$ cat src/rtl/enc164_capture.sv
// Registered 16-to-4 priority encoder with input synchroniser, debounce and
// a valid/ready handshake; inverse of the 4-to-16 segment decoder.
module enc164_capture #(
  parameter int unsigned DEBOUNCE_CYCLES = 4
) (
  input  logic        clk,
  input  logic        rst_n,
  input  logic        enable,
  input  logic [15:0] req,
  input  logic        ready,
  output logic [3:0]  code,
  output logic        multi,
  output logic        valid,
  output logic        busy
);

  localparam int unsigned REQ_W = 16;
  localparam int unsigned CODE_W = 4;
  localparam int unsigned CNT_W = $clog2(DEBOUNCE_CYCLES + 1);
  localparam logic [CNT_W-1:0] CNT_LAST = CNT_W'(DEBOUNCE_CYCLES - 1);

  typedef enum logic [1:0] {IDLE, STABLE, VALID, RELEASE} state_t;

  state_t             state, state_d;
  logic [REQ_W-1:0]   sync1, sync2;
  logic [REQ_W-1:0]   snapshot, snapshot_d;
  logic [CNT_W-1:0]   cnt, cnt_d;
  logic [CODE_W-1:0]  code_d, enc_code;
  logic               multi_d, valid_d, busy_d, enc_multi;

  // Highest set bit wins; bit 15 wraps to code 0 through the 4-bit cast.
  always_comb begin
    enc_code = '0;
    for (int k = 0; k < int'(REQ_W); k++) begin
      if (snapshot[k]) enc_code = CODE_W'(k + 1);
    end
    enc_multi = |(snapshot & (snapshot - REQ_W'(1)));
  end

  // Next-state and next-output logic.
  always_comb begin
    state_d    = state;
    snapshot_d = snapshot;
    cnt_d      = cnt;
    code_d     = code;
    multi_d    = multi;
    valid_d    = valid;
    if (!enable) begin
      state_d = IDLE;
      cnt_d   = '0;
      valid_d = 1'b0;
    end else begin
      unique case (state)
        IDLE: begin
          if (sync2 != '0) begin
            state_d    = STABLE;
            snapshot_d = sync2;
            cnt_d      = '0;
          end
        end
        STABLE: begin
          if (sync2 == '0) begin
            state_d = IDLE;
            cnt_d   = '0;
          end else if (sync2 != snapshot) begin
            snapshot_d = sync2;
            cnt_d      = '0;
          end else if (cnt == CNT_LAST) begin
            state_d = VALID;
            cnt_d   = '0;
            code_d  = enc_code;
            multi_d = enc_multi;
            valid_d = 1'b1;
          end else begin
            cnt_d = cnt + CNT_W'(1);
          end
        end
        VALID: begin
          if (ready) begin
            state_d = RELEASE;
            valid_d = 1'b0;
          end
        end
        RELEASE: begin
          if (sync2 == '0) state_d = IDLE;
        end
        default: state_d = IDLE;
      endcase
    end
    busy_d = (state_d != IDLE);
  end

  always_ff @(posedge clk or negedge rst_n) begin
    if (!rst_n) begin
      state    <= IDLE;
      sync1    <= '0;
      sync2    <= '0;
      snapshot <= '0;
      cnt      <= '0;
      code     <= '0;
      multi    <= 1'b0;
      valid    <= 1'b0;
      busy     <= 1'b0;
    end else begin
      state    <= state_d;
      sync1    <= req;
      sync2    <= sync1;
      snapshot <= snapshot_d;
      cnt      <= cnt_d;
      code     <= code_d;
      multi    <= multi_d;
      valid    <= valid_d;
      busy     <= busy_d;
    end
  end

endmodule

$ cat config.mk
export PLATFORM = sky130hd
export DESIGN_NAME = enc164_capture
export DESIGN_NICKNAME = d
export VERILOG_FILES = /design/src/rtl/enc164_capture.sv
export SDC_FILE = /design/constraint.sdc
export NUM_CORES = 1
export LEC_CHECK = 0
export BUFFER_PORTS_ARGS = -buffer_cell sky130_fd_sc_hd__buf_2
export CAP_MARGIN = 20
export CORE_ASPECT_RATIO = 1.1
export CORE_MARGIN = 1.5
export CORE_UTILIZATION = 55
export CTS_CLUSTER_DIAMETER = 150
export DETAILED_ROUTE_END_ITERATION = 10
export PLACE_DENSITY = 0.72
export RECOVER_POWER = 100
export SLEW_MARGIN = 40
export SYNTH_ARGS = -nofsm -noshare
export SYNTH_HDL_FRONTEND = slang
export SYNTH_SLANG_ARGS = --single-unit
$ cat constraint.sdc
create_clock -name clk -period 2.4 [get_ports clk]
set_input_delay 0.36 -clock clk [delete_from_list [all_inputs] [get_ports clk]]
set_output_delay 0.36 -clock clk [all_outputs]
set_load 0.03 [all_outputs]
==> results.cfg <==
[power_and_ir_drop]
power.total_uw = 2130
p_switching_uw = 551
peakVddDrop_uv = 520
p_leak_uw = 0.00127
p_int_uw = 1570
sw_frac_of_total_pct = 25.9
power_frac_clock_pct = 36.3
p_seq_share_pct = 53.2
power_density_nw_per_um2 = 727
p_comb_share_pct = 10.5

[cells_and_area]
nets = 261
num_antenna_cells = 0
area_delta_synth_final_pct = 13.9
drive_gt1_share_pct = 27.3

[logic_synthesis]
syn-cell-area_um2 = 2570
synth_edf_count = 0
ys_seq_elements = 60
synth_cells = 204
synth_warnings = 0
yosys.area.top_type_share_pct = 58.5
synth.area.top_cells = dfrtp_1 (58%), mux2_2 (4.8%), xnor2_1 (4.4%)
synth_common_cells = dfrtp_1 (60), nor2_1 (13), xnor2_1 (13)
synth_fp_nets = 225
async_flop_share_pct = 100
synth_cell_types = 44
synth_flop_cell = dfrtp_1
ys_seq_area_share_pct = 58.5
yosysTopAreaCell = dfrtp_1
yosysMostFrequentCell = dfrtp_1
syn_avg_cell_area_um2 = 12.6

[sta]
finClkSkew_ns = 0.00734
slew_headroom_pct = 2.60
setup_viol = 0
fin_crit_sh_pct = 95.7
tightestPinTransition_ns = 1.46
tns_ns = 0
timing.fmax_mhz = 435
period_needed_ns = 2.30
slew_viol_final = 0
timing_hold_violations_final = 0
rsz0062_at_grt = false
timing.final.ws_setup_ns = 0.103

[die]
die_area_um2 = 5090
ios = 27
core_area_um2 = 4380
num_rows = 25
chipWidth_um = 68.1
start_util_pct = 58.6
die_h_um = 74.7

[clocking]
clk_latency_ns = 0.33
cts-buffers-inserted = 9
clockBufferDepth = 2
holdBufCountCts = 0
cts.clk_slew.worst_paths_ns = 0.06
cts-root-buf = clkbuf_8
cts_setup_buffers = 0
h-tree-depth = 3
cts_tree = yes
clkSinkCount = 60
cts-resized-gates = 0

[detailed_routing]
drt-vias-per-instance = 5.80
drtIter0Drc = 192
drc = 0
vias = 1733
dr.pass1.iters = 4
wirelength_mm = 4.98
routedWlPerCell_um = 16.6
drtAntennaViolNets = 0

[global_route]
gr-total-overflow = 0
grt_pass1_vias = 1827
antenna_found_initial = 0
grt_usage_pct = 22.9
grt_max_degree = 31
grt_pass1_wl_mm = 8.22

[worst_setup_path]
crit_arrival_ns = 2.51
cp-end-kind = flip-flop
critPathBufInv = 0
start_kind = flip-flop
crit_type = reg2reg
cpPeakStageDelay_ns = 0.56
worstPathMaxFanout = 8
path_delay_family = simple AND/OR/NAND/NOR gates
path_cells = xnor2_4 > nand4_2 > nor4_4 > nand2_2 > or3_1 > mux2_4
crit_start = snapshot[0]$_DFFE_PN0P_
slowest_stage = dfrtp_1
r2r_start = snapshot[0]$_DFFE_PN0P_
critPathRequiredTime_ns = 2.61

[min_path]
min_from = req[0]
hold_class = in2reg

[placement]
dp_hpwl_mm = 3.58
gp_congestion = 0.808
place_ws_ns = 0.111
place.port_buffers = 26

[flow_run]
maxCapViolations = 0

[outcome]
status = finished clean
==> registers in the layout, indices dropped and copies added (netlist names) <==
| register | cells |
|---|---|
| valid | 1 |
| cnt | 3 |
| multi | 1 |
| snapshot | 16 |
| sync1 | 16 |
| busy | 1 |
| sync2 | 16 |
| code | 4 |
| state | 2 |
==> placed cells by master (no fill, tap or decap), types with 4 or more instances in the layout <==
cell type and n:
a21oi_1 8, buf_2 18, buf_4 8, clkbuf_1 11, clkbuf_8 10, dfrtp_1 60
inv_1 6, mux2_2 11, mux2_4 5, nand2_1 5, nand4_1 5, nor2_1 13
nor2b_1 4, nor3_1 4, nor4_1 7, o21ai_0 11, xnor2_1 13
==> power groups by stage <==
stage / registers (uW) / logic, uW / clock network (uW)
floorplan: 1120 / 163 / 0
global placement: 1140 / 219 / 0
detailed placement: 1150 / 225 / 0
CTS: 1130 / 227 / 794
global route: 1140 / 249 / 834
finish: 1130 / 223 / 771
==> cells by family (layout without fill, tap and decap cells) <==
family,after synthesis,count (layout),synth area share [%]
XOR/XNOR,16,16,6.77
AO/OA/AOI/OAI,42,42,10.9
flip-flops,60,60,58.5
buffers and inverters,18,59,3.80
AND/OR/NAND/NOR,50,50,11.4
adder cells (fa/ha/maj),2,2,0.877
multiplexers,16,16,7.75
==> per-stage QoR <==
step                cell area (um2)  utilization, %  hold slack [ns]  instances
CTS                            2940            67.2           0.0416        299
floorplan                      2570               -           0.0644        204
global route                   2920            66.8            0.119        299
global placement               2770            63.3            0.331        283
finish                         2920            66.8            0.137        299
detailed placement             2770            63.3            0.336        283
==> metal layers <==
| metal | track usage (%) | share of wire (%) | routed length [um] | vias to the layer above |
|---|---|---|---|---|
| met5 | 0 | 0 | 0 | - |
| met4 | 13.6 | 3.7 | 186 | 0 |
| met3 | 5.68 | 4.4 | 219 | 18 |
| met2 | 36.7 | 51 | 2520 | 63 |
| met1 | 28.1 | 41 | 2050 | 845 |
| li1 | - | - | - | 807 |
==> final cells by class <==
type                            instances  area [um2]
Fill cell                             339        1460
Multi-Input combinational cell        126         968
Inverter                                6        22.5
Timing Repair Buffer                   37         194
Clock inverter                          4        25.0
Clock buffer                           12         145
Tap cell                               54        67.6
Sequential cell                        60        1500
==> final timing paths <==
kind | slack [ns] | endpoint | depth (start not counted)
max | 0.10 | multi$_DFFE_PN0P_ | 6
min | 0.14 | sync1[0]$_DFF_PN0_ | 1
max reg2reg | 0.10 | multi$_DFFE_PN0P_ | 6
min reg2reg | 0.35 | sync2[7]$_DFF_PN0_ | 0
max in group asynchronous | 0.77 | snapshot[14]$_DFFE_PN0P_ | 2
min in group asynchronous | 0.37 | snapshot[2]$_DFFE_PN0P_ | 1
(Power assumes the default switching activity.)
